File: config.mk
export PLATFORM = sky130hd
export DESIGN_NAME = rf_arb_flat
export DESIGN_NICKNAME = d
export VERILOG_FILES = /design/src/rtl/rf_arb_pkg.sv /design/src/rtl/rf_arb_if.sv /design/src/rtl/rf_arb_rr_arb2.sv /design/src/rtl/rf_arb.sv /design/src/flat_wrapper.sv
export SDC_FILE = /design/constraint.sdc
export NUM_CORES = 1
export LEC_CHECK = 0
export CELL_PAD_IN_SITES_DETAIL_PLACEMENT = 0
export CELL_PAD_IN_SITES_GLOBAL_PLACEMENT = 1
export CORE_AREA = 2 2 96 98
export CTS_BUF_LIST = sky130_fd_sc_hd__clkbuf_4 sky130_fd_sc_hd__clkbuf_8 sky130_fd_sc_hd__clkbuf_16
export CTS_CLUSTER_DIAMETER = 80
export DETAILED_ROUTE_END_ITERATION = 10
export DIE_AREA = 0 0 98 100
export PLACE_DENSITY_LB_ADDON = 0.1
export SLEW_MARGIN = 15
export SYNTH_ARGS = -nofsm -noshare
export SYNTH_HDL_FRONTEND = slang
export SYNTH_HIERARCHICAL = 1
export SYNTH_SLANG_ARGS = --single-unit
File: constraint.sdc
create_clock -name clk_i -period 1.25 [get_ports clk_i]
set_input_delay 0.1875 -clock clk_i [delete_from_list [all_inputs] [get_ports clk_i]]
set_output_delay 0.1875 -clock clk_i [all_outputs]
set_load 0.02 [all_outputs]
File: src/rtl/rf_arb_pkg.sv
// Shared types and sizes for the pico register-file arbiter.
package pico;
  localparam int N    = 16;
  localparam int R    = 8;
  localparam int NREQ = 2;
  localparam int AW   = $clog2(R);

  typedef struct packed {
    logic                 we;
    logic [AW-1:0]        rs_addr;
    logic [AW-1:0]        rd_addr;
    logic signed [N-1:0]  wdata;
  } rf_req_t;
endpackage

File: src/rtl/rf_arb_if.sv
// Requester and register-file side signals of rf_arb, bundled into one interface.
interface rf_arb_if;
  import pico::*;

  logic [NREQ-1:0]          req_valid_i;
  rf_req_t [NREQ-1:0]       req_i;
  logic [NREQ-1:0]          req_ready_o;
  logic [NREQ-1:0]          rsp_valid_o;
  logic signed [N-1:0]      rsp_rs_data_o;
  logic signed [N-1:0]      rsp_rd_data_o;
  logic                     rf_wr_en_o;
  logic signed [N-1:0]      rf_wd_data_o;
  logic [AW-1:0]            rf_rs_addr_o;
  logic [AW-1:0]            rf_rd_addr_o;
  logic signed [N-1:0]      rf_rs_data_i;
  logic signed [N-1:0]      rf_rd_data_i;

  modport slave (
    input  req_valid_i, req_i, rf_rs_data_i, rf_rd_data_i,
    output req_ready_o, rsp_valid_o, rsp_rs_data_o, rsp_rd_data_o,
           rf_wr_en_o, rf_wd_data_o, rf_rs_addr_o, rf_rd_addr_o
  );

  modport master (
    output req_valid_i, req_i, rf_rs_data_i, rf_rd_data_i,
    input  req_ready_o, rsp_valid_o, rsp_rs_data_o, rsp_rd_data_o,
           rf_wr_en_o, rf_wd_data_o, rf_rs_addr_o, rf_rd_addr_o
  );
endinterface

File: src/rtl/rf_arb_rr_arb2.sv
// Two-way grant generator: round-robin by default, fixed priority with
// starvation relief for requester 1 when RF_ARB_FIXED_PRIO_EN is defined.
module rr_arb2 #(
  parameter int STARVE_MAX = 4
) (
  input  logic       clk,
  input  logic       rst_n,
  input  logic [1:0] valid,
  output logic [1:0] gnt
);

  if (STARVE_MAX < 1) begin : g_starve_chk
    $error("STARVE_MAX must be at least 1");
  end

`ifdef RF_ARB_FIXED_PRIO_EN
  localparam int CW = $clog2(STARVE_MAX + 1);
  logic [CW-1:0] starve;

  always_comb begin
    gnt = 2'b00;
    if (rst_n) begin
      if (valid[1] && (!valid[0] || starve == CW'(STARVE_MAX)))
        gnt = 2'b10;
      else if (valid[0])
        gnt = 2'b01;
    end
  end

  // Counts lost cycles of requester 1, saturating at STARVE_MAX.
  always_ff @(posedge clk) begin
    if (!rst_n)
      starve <= '0;
    else if (!valid[1] || gnt[1])
      starve <= '0;
    else if (starve != CW'(STARVE_MAX))
      starve <= starve + 1'b1;
  end
`else
  logic last_gnt;

  always_comb begin
    gnt = 2'b00;
    if (rst_n) begin
      if (valid == 2'b11)
        gnt = last_gnt ? 2'b01 : 2'b10;
      else
        gnt = valid;
    end
  end

  always_ff @(posedge clk) begin
    if (!rst_n)
      last_gnt <= 1'b1;
    else if (|(valid & gnt))
      last_gnt <= gnt[1];
  end
`endif

endmodule

File: src/rtl/rf_arb.sv
// Shares the pico register file between two requesters; grant policy is
// selected by RF_ARB_FIXED_PRIO_EN (undefined: round-robin).
module rf_arb
  import pico::*;
#(
  parameter int N          = pico::N,
  parameter int R          = pico::R,
  parameter int STARVE_MAX = 4
) (
  input  logic clk_i,
  input  logic rst_ni,
  rf_arb_if.slave bus
);

  localparam int AW_L = $clog2(R);

  logic [1:0]          gnt;
  logic                any_gnt;
  rf_req_t             win;
  logic [1:0]          rsp_valid_q;
  logic signed [N-1:0] rs_q;
  logic signed [N-1:0] rd_q;

  rr_arb2 #(.STARVE_MAX(STARVE_MAX)) u_arb (
    .clk   (clk_i),
    .rst_n (rst_ni),
    .valid (bus.req_valid_i),
    .gnt   (gnt)
  );

  // gnt is already qualified by valid, so a grant bit means an accepted transfer.
  always_comb begin
    any_gnt = |gnt;
    win     = '0;
    if (gnt[1])
      win = bus.req_i[1];
    else if (gnt[0])
      win = bus.req_i[0];
  end

  assign bus.req_ready_o  = gnt;
  assign bus.rf_wr_en_o   = any_gnt & win.we;
  assign bus.rf_wd_data_o = N'(win.wdata);
  assign bus.rf_rs_addr_o = AW_L'(win.rs_addr);
  assign bus.rf_rd_addr_o = AW_L'(win.rd_addr);

  always_ff @(posedge clk_i) begin
    if (!rst_ni) begin
      rsp_valid_q <= 2'b00;
      rs_q        <= '0;
      rd_q        <= '0;
    end else begin
      rsp_valid_q <= gnt;
      if (any_gnt) begin
        rs_q <= bus.rf_rs_data_i;
        rd_q <= bus.rf_rd_data_i;
      end
    end
  end

  assign bus.rsp_valid_o   = rsp_valid_q;
  assign bus.rsp_rs_data_o = rs_q;
  assign bus.rsp_rd_data_o = rd_q;

endmodule

File: src/flat_wrapper.sv
// flat-port wrapper written by rule: the top's interface ports become plain ports
module rf_arb_flat import pico::*;
#(
  parameter int N          = pico::N,
  parameter int R          = pico::R,
  parameter int STARVE_MAX = 4
)
  (clk_i, rst_ni, bus_req_valid_i, bus_req_i, bus_rf_rs_data_i, bus_rf_rd_data_i, bus_req_ready_o, bus_rsp_valid_o, bus_rsp_rs_data_o, bus_rsp_rd_data_o, bus_rf_wr_en_o, bus_rf_wd_data_o, bus_rf_rs_addr_o, bus_rf_rd_addr_o);
  rf_arb_if bus_i ();
  input  logic clk_i;
  input  logic rst_ni;
  input wire logic [$bits(bus_i.req_valid_i)-1:0] bus_req_valid_i;
  input wire logic [$bits(bus_i.req_i)-1:0] bus_req_i;
  input wire logic [$bits(bus_i.rf_rs_data_i)-1:0] bus_rf_rs_data_i;
  input wire logic [$bits(bus_i.rf_rd_data_i)-1:0] bus_rf_rd_data_i;
  output wire logic [$bits(bus_i.req_ready_o)-1:0] bus_req_ready_o;
  output wire logic [$bits(bus_i.rsp_valid_o)-1:0] bus_rsp_valid_o;
  output wire logic [$bits(bus_i.rsp_rs_data_o)-1:0] bus_rsp_rs_data_o;
  output wire logic [$bits(bus_i.rsp_rd_data_o)-1:0] bus_rsp_rd_data_o;
  output wire logic [$bits(bus_i.rf_wr_en_o)-1:0] bus_rf_wr_en_o;
  output wire logic [$bits(bus_i.rf_wd_data_o)-1:0] bus_rf_wd_data_o;
  output wire logic [$bits(bus_i.rf_rs_addr_o)-1:0] bus_rf_rs_addr_o;
  output wire logic [$bits(bus_i.rf_rd_addr_o)-1:0] bus_rf_rd_addr_o;
  assign bus_i.req_valid_i = bus_req_valid_i;
  assign bus_i.req_i = bus_req_i;
  assign bus_i.rf_rs_data_i = bus_rf_rs_data_i;
  assign bus_i.rf_rd_data_i = bus_rf_rd_data_i;
  assign bus_req_ready_o = bus_i.req_ready_o;
  assign bus_rsp_valid_o = bus_i.rsp_valid_o;
  assign bus_rsp_rs_data_o = bus_i.rsp_rs_data_o;
  assign bus_rsp_rd_data_o = bus_i.rsp_rd_data_o;
  assign bus_rf_wr_en_o = bus_i.rf_wr_en_o;
  assign bus_rf_wd_data_o = bus_i.rf_wd_data_o;
  assign bus_rf_rs_addr_o = bus_i.rf_rs_addr_o;
  assign bus_rf_rd_addr_o = bus_i.rf_rd_addr_o;
  rf_arb #(.N(N), .R(R), .STARVE_MAX(STARVE_MAX)) u_core (.clk_i(clk_i), .rst_ni(rst_ni), .bus(bus_i));
endmodule
Word level (Yosys, flattened, before mapping)
Cells that the tools add are included.
{"block": "word_totals", "romBits": 0, "mem_bits_rw": 0, "mem_count": 0, "latch_bits": 0, "ff_bits": 35, "input_bits": 82, "out_inout_bits": 59}
{"block": "classes", "bitwise": 2, "n_div": 0, "magnitude_cmp": 0, "eq_ne": 1, "n_reduce_logical": 2, "shifts": 0, "muxes": 5, "addsub": 0, "n_mul": 0}
{"cell": "23-bit 2-to-1 mux", "n": 2}
{"cell": "2-bit 2-to-1 mux", "n": 3}
{"cell": "2-bit OR reduction", "n": 2}
{"cell": "2-bit AND", "n": 1}
{"cell": "2-bit == test (second input constant)", "n": 1}
{"cell": "1-bit AND", "n": 1}

Longest topological paths before layout
Gate-level depths: netlist of the first run.
{"block": "depth", "depth_word": 6, "ltp_mapped": 7, "ltp_nobuf": 4}

By module
The synthesis of the first run kept the hierarchy.
{"module": "rf_arb", "area_each_um2": 1575.3, "cells_per_inst": 184, "instances": 1, "seq_area_each_um2": 680.7}
{"module": "rr_arb2", "area_each_um2": 61.3, "cells_per_inst": 9, "instances": 1, "seq_area_each_um2": 20.0}

Worst setup path after synthesis of the first run
Ideal clock, no wire load.
{"block": "synth_path", "path_type": "flip-flop to output port", "from": "register u_core.u_arb.last_gnt", "to": "output bus_rf_rs_addr_o[1]", "t_required_ns": 1.062, "path_slack_ns": -0.618, "arrival_time_ns": 1.680, "n_path_buf": 2, "path_stages_with_launch": 7, "cell_sequence": "dfxtp_1 inv_1 a21oi_1 buf_6 buf_2 nand2_1 o21ai_0"}
{"block": "synth_between", "elab_chain_cells": 5}
{"item": "start: declaration", "line": "rf_arb_rr_arb2.sv:40", "rtl": "logic last_gnt;"}
{"item": "start signal: assignment", "line": "rf_arb_rr_arb2.sv:56", "rtl": "last_gnt <= gnt[1];"}
{"item": "2-bit 2-to-1 mux", "line": "rf_arb_rr_arb2.sv:46", "rtl": "gnt = last_gnt ? 2'b01 : 2'b10;"}
{"item": "2-bit 2-to-1 mux", "line": "rf_arb_rr_arb2.sv:45", "rtl": "if (valid == 2'b11)"}
{"item": "2-bit 2-to-1 mux", "line": "rf_arb_rr_arb2.sv:44", "rtl": "if (rst_n) begin"}
{"item": "named net bus_req_ready_o[0]", "line": "flat_wrapper.sv:16", "rtl": "output wire logic [$bits(bus_i.req_ready_o)-1:0] bus_req_ready_o;"}
{"item": "23-bit 2-to-1 mux", "line": "rf_arb.sv:37", "rtl": "else if (gnt[0])"}
{"item": "23-bit 2-to-1 mux", "line": "rf_arb.sv:35", "rtl": "if (gnt[1])"}
{"item": "end: declaration", "line": "flat_wrapper.sv:22", "rtl": "output wire logic [$bits(bus_i.rf_rs_addr_o)-1:0] bus_rf_rs_addr_o;"}
The timed path passes the listed nets, and every way through them passes these cells.

Worst setup path after layout of the first run
{"block": "layout_path", "from": "register u_core.u_arb.last_gnt", "to": "output bus_rf_wd_data_o[13]"}
{"block": "layout_between", "elab_chain_cells": 5}
{"item": "2-bit 2-to-1 mux (*)", "line": "rf_arb_rr_arb2.sv:46"}
{"item": "2-bit 2-to-1 mux (*)", "line": "rf_arb_rr_arb2.sv:45"}
{"item": "2-bit 2-to-1 mux (*)", "line": "rf_arb_rr_arb2.sv:44"}
{"item": "23-bit 2-to-1 mux", "line": "rf_arb.sv:37"}
{"item": "23-bit 2-to-1 mux (*)", "line": "rf_arb.sv:35"}
{"item": "end: declaration", "line": "flat_wrapper.sv:21", "rtl": "output wire logic [$bits(bus_i.rf_wd_data_o)-1:0] bus_rf_wd_data_o;"}
Every way passes the cells marked *; elsewhere a longest branch is shown, timed or not.

==> results of run 1 <==
## worst reg2reg max path: stages (launching register included)
cell and delay, ps:
dfxtp_2 340, and2_4 160, nor2_4 40, buf_12 130, buf_4 130, buf_12 140, or2_4 280, buf_12 160
o21ai_1 160
## timing repair
| item | in CTS | in global routing |
|---|---|---|
| resized for setup | 187 | 19 |
| endpoints found under the setup margin | 91 | 59 |
| gates cloned | 3 | 1 |
| setup buffers | 9 | 7 |
| pin swaps | 5 | 3 |
## flip-flops by register name, indices dropped and copies added (netlist names)
register / cells
u_core/bus.rsp_rd_data_o: 16
u_core/bus.rsp_rs_data_o: 16
u_core/bus.rsp_valid_o: 2
u_core/u_arb/last_gnt: 1
## per-layer routing
| metal | GRT usage | vias up | share of wire |
|---|---|---|---|
| met1 | 0.152 | 923 | 0.40 |
| li1 | - | 1027 | - |
| met2 | 0.236 | 102 | 0.49 |
| met4 | 0.0374 | 0 | 0.011 |
| met3 | 0.0522 | 4 | 0.098 |
| met5 | 0 | - | 0 |
## metrics by stage
stage / total power [W] / setup WS (ps)
final: 0.00320 / -525
after global routing: 0.00339 / -576
after CTS: 0.00321 / -533
after detailed placement: 0.00235 / -953
after global placement: 0.00235 / -950
after floorplan: 0.00175 / -168
## power breakdown
group	internal (W)	switching, W	total [W]	leakage, nW
Clock	0.000434	0.000385	0.000819	0.0491
Sequential	0.00119	0.0000335	0.00122	0.287
Combinational	0.000649	0.000511	0.00116	1.30
## Yosys cell counts, drive strengths merged
master / number / area [µm²]
nand2: 38 / 143
dfxtp: 35 / 701
o21ai: 35 / 179
o211ai: 32 / 240
a22o: 21 / 184
buf: 19 / 120
clkbuf: 4 / 15.0
and2: 3 / 21.3
nor2: 2 / 7.51
a21oi: 1 / 5.00
inv: 1 / 3.75
nor2b: 1 / 8.76
or2: 1 / 8.76
## final cells by class
cell class | count | area, µm²
clock buffers | 7 | 83.8
clock inverters | 1 | 5.00
fillers | 903 | 5130
inverters | 1 | 3.75
multi-input cells | 135 | 1050
flip-flops and latches | 35 | 702
well taps | 111 | 139
repair buffers | 174 | 1780
## kinds of logic (layout without fill, tap and decap cells)
group                  count (synthesis)  count (layout)  synth area share
AO/OA/AOI/OAI                         89              89             0.372
buffers and inverters                 24             183            0.0849
flip-flops                            35              35             0.428
AND/OR/NAND/NOR                       45              46             0.115
## path summary, 6_finish.rpt
| path | startpoint | endpoint | slack, ps | cells past startpoint |
|---|---|---|---|---|
| max reg2reg | u_core/u_arb/last_gnt | u_core/bus.rsp_rd_data_o[2] | -370 | 8 |
| max | u_core/u_arb/last_gnt | bus_rf_wd_data_o[13] | -520 | 7 |
| min reg2reg | u_core/bus.rsp_rd_data_o[6] | u_core/bus.rsp_rd_data_o[6] | 440 | 2 |
| min | rst_ni | u_core/u_arb/last_gnt | 380 | 3 |
==> metrics.txt, run 1 <==
diode count 0; DRC viols 0; Crit path arrival time ~1600 ps; I/O pins approximately 140; detailed-route via count a little over 2,000; Core Util, Final 0.423; CP top delay family buffers and inverters; status finished, violations left; Finished Cell Area approximately 0.0038 mm²; Die Y around 100 µm; Clk Latency, worst-skew pair 280 ps; commonest non-fill, non-tap cell in the layout clkdlybuf4s50_1; Crit Path Class reg2out; row count 35; first-pass GRT wire length 10,500 µm; setup slack after layout -525 ps; CP Cell Sequence and2_4 > nor2_4 > buf_12 > buf_12 > buf_16 > a22o_4 > buf_6; failing checks setup timing; initial core utilization 0.184; H-Tree Depth 2; detailed placement HPWL about 4900 µm; via/cell ratio around 4.4; min Tclk post-route 1770 ps; Finish-stage setup viols 58; Avg WL per Cell 14.7 µm; initial antenna violation count 0; Critical Path RT between 1000 and 1500 ps; number of nets in the layout between 400 and 500; die width a little under 100 µm; most frequent cells in the layout clkdlybuf4s50_1, dlygate4sd2_1, nand2_1; sequential fraction of the synthesis area 0.428; layout cells sized above 1 0.303; HP Class in2reg; Yosys cell types 19; worst ir drop on vdd approximately 0.37 mV; final period utilization 1.42; CTS Buf Count 5; P_leak about 1.6 nW; Fmax around 560 MHz; maximum clock path buffer count 2; crit path launch type flip-flop; GRT Total Usage 0.134; Post-DRT Antenna Nets 0; Max Transition Viols Final 0; PortBufs 140; Clock transition at path regs about 70 ps; kind of end point of the critical path output port; total congestion overflow 0; CORE AREA 0.00889 mm²; Post-Synthesis Cells 193; Syn-to-layout area delta 130%; largest net degree at the start of global routing 37; DR pass1 iterations 4; DR iter-0 viols between 70 and 80; mapped cell area approximately 0.0016 mm²; vias in the first global route 2,168; TritonCTS clock tree done; Yosys warnings 6; Tightest Pin Transition ~340 ps; clock skew around 1.5 ps; CP peak stage delay 340 ps; Final GP Congestion about 0.66; clock sink count 35; Syn Nets 275; Crit-path slowest cell dfxtp_2; DIE AREA roughly 0.0098 mm²; crit-path most repeated cell buf_12; CP Max Fanout 7; Detailed Route WL 6800 µm; synthesized area per cell around 8.5 µm²; Hold Vio Cnt, Final 0; Inst Count DP 437; total power per unit cell area between 800 and 900 mW/mm²; flops & latches, synth 35; Non-Filler Instances roughly 460; Critical path buffers and inverters 4; RSZ-0062 raised after global routing true; TNS Setup -21,840 ps; Max Cap Viol 0; relative slew slack 0.771; Root Buffer clkbuf_8; Hold Buf Count CTS 0; Hold WS 378 ps; Post-DP Area ~0.0034 mm²
Power figures use the tool's default switching activity.
==> run 2, diff against run 1 <==
- PLACE_DENSITY: default -> 0.86
- PLACE_DENSITY_LB_ADDON: 0.1 -> default
==> metrics.txt, run 2 (synthesized netlist as in run 1, its figures left out) <==
status finished, violations left; failing checks setup timing; P_leak 1.66 nW (+1.4%); layout cells sized above 1 0.357 (+0.0534); Post-DRT Antenna Nets 0 (unchanged); DRC viols 0 (unchanged); Finish-stage setup viols 58 (unchanged); CORE AREA 0.00889 mm² (unchanged); total congestion overflow 0 (unchanged); Crit path arrival time 1520 ps (-70 ps); maximum clock path buffer count 2 (unchanged); FF/Latch Area 702 µm² (unchanged); Hold Buf Count CTS 0 (unchanged); crit path launch type flip-flop; H-Tree Depth 2 (unchanged); final period utilization 1.37 (-0.0508); GRT Total Usage 0.135 (+0.00115); HP Class in2reg; row count 35 (unchanged); detailed-route via count 2,108 (+2.5%); Post-DP Area 0.00338 mm² (-0.51%); kind of end point of the critical path output port; Fmax 584 MHz (+3.7%); Max Transition Viols Final 0 (unchanged); Finished Cell Area 0.00380 mm² (+1.1%); Avg WL per Cell 15.1 µm (+2.7%); layout filler cell count 870 (-3.7%); RSZ-0062 raised after global routing true; CP Max Fanout 13 (+6); initial core utilization 0.184 (unchanged); Syn-to-layout area delta 132%; DR pass1 iterations 3 (-1); Tightest Pin Transition 640 ps (+297 ps); total power per unit cell area 843 mW/mm² (-0.99%); min Tclk post-route 1710 ps (-63.5 ps); worst ir drop on vdd 0.377 mV (+3.2%); clock sink count 35 (unchanged); Core Util, Final 0.428 (+0.00464); Max Cap Viol 0 (unchanged); Critical Path RT 1060 ps (about the same); initial antenna violation count 0 (unchanged); Clock transition at path regs 60 ps (about the same); Crit Path Class reg2out; CTS Buf Count 5 (unchanged); relative slew slack 0.573 (-0.198); DR iter-0 viols 72 (+1.4%); setup slack after layout -461 ps (+63.5 ps); largest net degree at the start of global routing 68 (+84%); Hold Vio Cnt, Final 0 (unchanged); most frequent cells in the layout clkdlybuf4s50_1, nand2_1, dlygate4sd2_1; DIE AREA 0.00980 mm² (unchanged); Root Buffer clkbuf_8; detailed placement HPWL 4520 µm (-7.0%); PortBufs 140 (unchanged); number of nets in the layout 428 (-1.4%); Final GP Congestion 0.698 (+5.4%); I/O pins 141 (unchanged); Multi-input gate area 0.00113 mm² (+7.5%); clock skew 3.30 ps (+1.82 ps); vias in the first global route 2,191 (+1.1%); first-pass GRT wire length 10,600 µm (+0.33%); Die Y 100 µm (unchanged); diode count 0 (unchanged); Hold WS 388 ps (+10.5 ps); commonest non-fill, non-tap cell in the layout clkdlybuf4s50_1; TritonCTS clock tree done; via/cell ratio 4.62 (+4.3%); Clk Latency, worst-skew pair 270 ps (about the same); die width 98 µm (unchanged); Detailed Route WL 6860 µm (+0.90%)
-- run 2: worst max-delay path, cell delays in order, from the launching register on --
cell	delay [ps]
dfxtp_2	350
and2_4	160
nor2_4	50
buf_4	150
buf_16	150
a22o_4	240
buf_2	150
-- run 2: final cells by class --
class	instances	area share
timing repair buffer	169	0.461
multi-input combinational	134	0.297
sequential	35	0.184
tap	111	0.0365
clock buffer	6	0.0201
inverter	1	0.000987
-- run 2: repair_timing --
item / in CTS / in global routing
pin swaps: 35 / 6
endpoints found under the setup margin: 93 / 59
buffers inserted: 10 / 2
resized for setup: 192 / 25
cloned: 6 / 1
-- run 2: worst paths after layout --
path / start / end / slack [ps] / depth (start not counted)
max: u_core/u_arb/last_gnt / bus_rf_wd_data_o[8] / -460 / 6
min: bus_req_valid_i[1] / u_core/u_arb/last_gnt / 390 / 3
max reg2reg: u_core/u_arb/last_gnt / u_core/bus.rsp_rd_data_o[13] / -420 / 9
min reg2reg: u_core/bus.rsp_rs_data_o[1] / u_core/bus.rsp_rs_data_o[1] / 460 / 2
-- run 2: routing by layer --
metal / wire length, µm / track usage
met1: 2670 / 0.145
met2: 3620 / 0.260
met3: 508 / 0.0334
met4: 63 / 0.0417
met5: 0 / 0
-- run 2: report_power, final --
part / leakage [nW] / internal (W) / switching [W]
clock network: 0.0406 / 0.000393 / 0.000368
logic: 1.33 / 0.000673 / 0.000548
registers: 0.287 / 0.00119 / 0.0000341
-- run 2: metrics by stage --
step	setup WS [ps]	setup TNS [ps]	instances	power [W]
2_1_floorplan	-168	-3650	193	0.00175
3_3_place_gp	-961	-47430	433	0.00232
3_5_place_dp	-985	-48440	433	0.00233
4_1_cts	-485	-22070	455	0.00322
5_1_grt	-524	-23710	456	0.00336
6_report	-461	-20600	456	0.00321
==> run 3, diff against run 2 <==
- CORE_AREA: 2 2 96 98 -> 2 2 92 94
- DIE_AREA: 0 0 98 100 -> 0 0 94 96
- PLACE_DENSITY: 0.86 -> 0.89
- clock period: 1.25 -> 1.9 ns (I/O delays scaled with it)
==> metrics.txt, run 3 (synthesized netlist as in run 1, its figures left out) <==
total power per unit cell area 598 mW/mm² (-29%); CP Cell Sequence and2_4 > nor2_4 > buf_6 > nor2b_4 > buf_12 > a22o_1 > buf_6; Detailed Route WL 6200 µm (-9.6%); layout cells sized above 1 0.167 (-0.189); sequential share of power 0.407 (+0.025); min Tclk post-route between 1500 and 2000 ps; total congestion overflow 0 (unchanged); status complete, no violations; die width 94 µm (-4.1%); H-Tree Depth 2 (unchanged); P_int 0.00142 W (-37%); Clk Latency, worst-skew pair 280 ps (about the same); DR pass1 iterations 4 (+1); crit-path most repeated cell buf_6; switching pwr 0.000564 W (-41%); CP top delay family buffers and inverters; Crit path arrival time 1550 ps (+30 ps); Post-DP Area 0.00315 mm² (-7.1%); CP Max Fanout 11 (-2); row count 33 (-5.7%); clock sink count 35 (unchanged); crit path launch type flip-flop; Finish-stage setup viols 0 (-100%); initial core utilization 0.203 (+0.0192); layout filler cell count 834 (-4.1%); relative slew slack 0.569 (-0.00431); largest net degree at the start of global routing 68 (unchanged); final period utilization 0.968; Crit Path Class reg2out; Fmax about 540 MHz; Hold Buf Count CTS 0 (unchanged); GRT Total Usage 0.135 (-0.000692); number of nets in the layout 418 (-2.3%); HP Class reg2reg; first-pass GRT wire length 9360 µm (-11%); Critical path buffers and inverters 3 (unchanged); Hold WS 447 ps (+58.2 ps); Clk pwr share 0.254 (+0.017); FF/Latch Area 702 µm² (unchanged); Clock transition at path regs 70 ps (about the same); Sw Ratio 0.284 (-0.0121); Die Y 96 µm (-4.0%); DIE AREA 0.00902 mm² (-7.9%); I/O pins 141 (unchanged); Crit-path slowest cell dfxtp_2; most frequent cells in the layout clkdlybuf4s50_1, nand2_1, dfxtp_1; P_leak 1.27 nW (-24%); Finished Cell Area 0.00332 mm² (-13%); Post-DRT Antenna Nets 0 (unchanged); Avg WL per Cell 14.1 µm (-6.4%); CTS Buf Count 5 (unchanged); Syn-to-layout area delta 103%; kind of end point of the critical path output port; total chip power 0.00199 W (-38%); TritonCTS clock tree done; clock skew 5.40 ps (+2.10 ps); CP peak stage delay 330 ps (-20 ps); worst ir drop on vdd 0.239 mV (-37%); commonest non-fill, non-tap cell in the layout clkdlybuf4s50_1; Max Transition Viols Final 0 (unchanged); Hold Vio Cnt, Final 0 (unchanged); PortBufs 140 (unchanged); diode count 0 (unchanged); initial antenna violation count 0 (unchanged); CORE AREA 0.00805 mm² (-9.4%); Comb power frac 0.340 (-0.041); Tightest Pin Transition 647 ps (+6.47 ps); Root Buffer clkbuf_8; Max Cap Viol 0 (unchanged); RSZ-0062 raised after global routing true; vias in the first global route 1,958 (-11%); Multi-input gate area 835 µm² (-26%); detailed placement HPWL 4210 µm (-6.9%); maximum clock path buffer count 2 (unchanged); Critical Path RT 1620 ps (+560 ps); detailed-route via count 1,999 (-5.2%); DRC viols 0 (unchanged); DR iter-0 viols 68 (-5.6%); via/cell ratio 4.54 (-1.7%); Final GP Congestion 0.674 (-3.4%)
run 3: cell count changes in the layout (fill, tap and decap cells not counted), moves of 5 or more:
| cell | before | now |
|---|---|---|
| a22o_4 | 20 | 0 |
| o21ai_1 | 0 | 32 |
| buf_4 | 7 | 14 |
| buf_6 | 21 | 4 |
| clkdlybuf4s50_1 | 78 | 112 |
| o21ai_2 | 34 | 1 |
| dlygate4sd2_1 | 36 | 3 |
| buf_16 | 5 | 0 |
| a22o_1 | 1 | 21 |
run 3: final timing paths:
| check | from | to | slack (ps) | cells past startpoint |
|---|---|---|---|---|
| worst max-delay path | u_core/u_arb/last_gnt | bus_rf_wd_data_o[7] | 60 | 7 |
| worst min-delay path | u_core/bus.rsp_rd_data_o[9] | u_core/bus.rsp_rd_data_o[9] | 450 | 2 |
| worst max register to register | u_core/u_arb/last_gnt | u_core/bus.rsp_rd_data_o[2] | 120 | 7 |
| worst min register to register | u_core/bus.rsp_rd_data_o[9] | u_core/bus.rsp_rd_data_o[9] | 450 | 2 |
run 3: final cells by class:
class / instances / area share
Clock buffer: 6 / 0.0230
Inverter: 1 / 0.00113
Sequential cell: 35 / 0.211
Timing Repair Buffer: 158 / 0.474
Multi-Input combinational cell: 135 / 0.251
Tap cell: 105 / 0.0396
run 3: timing repair:
action | CTS | global route
pin swaps | 3 | 1
endpoints found under the setup margin | 57 | 23
setup buffers | 7 | 1
cloned | 3 | 0
gates resized for setup | 105 | 13
run 3: worst register-to-register path: stages, from the launching register on:
cell and delay, ps:
dfxtp_2 330, and2_4 160, nor2_4 120, bufbuf_16 310, buf_4 290, or2_4 230
buf_12 140, o21ai_1 80
run 3: through the flow:
step	cells	TNS, ps	util	setup WS (ps)
floorplan	193	0	-	26.6
global placement	423	-33650	0.391	-886
detailed placement	423	-35320	0.391	-906
CTS	439	0	0.410	11.2
global route	440	-33.8	0.412	-15.3
finish	440	0	0.412	61.6
run 3: power by group through the flow:
stage	registers, W	logic, W	clock network (W)
after global placement	0.000823	0.000646	0
final	0.000808	0.000674	0.000504
after floorplan	0.000881	0.000214	0
after CTS	0.000808	0.000674	0.000529
after detailed placement	0.000825	0.000652	0
after global routing	0.000812	0.000722	0.000563
run 3: layer usage:
layer / vias to the layer above / routed length, µm / GRT usage
li1: 985 / - / -
met1: 912 / 2480 / 0.152
met2: 98 / 3190 / 0.251
met3: 4 / 466 / 0.0298
met4: 0 / 65 / 0.0435
met5: - / 0 / 0
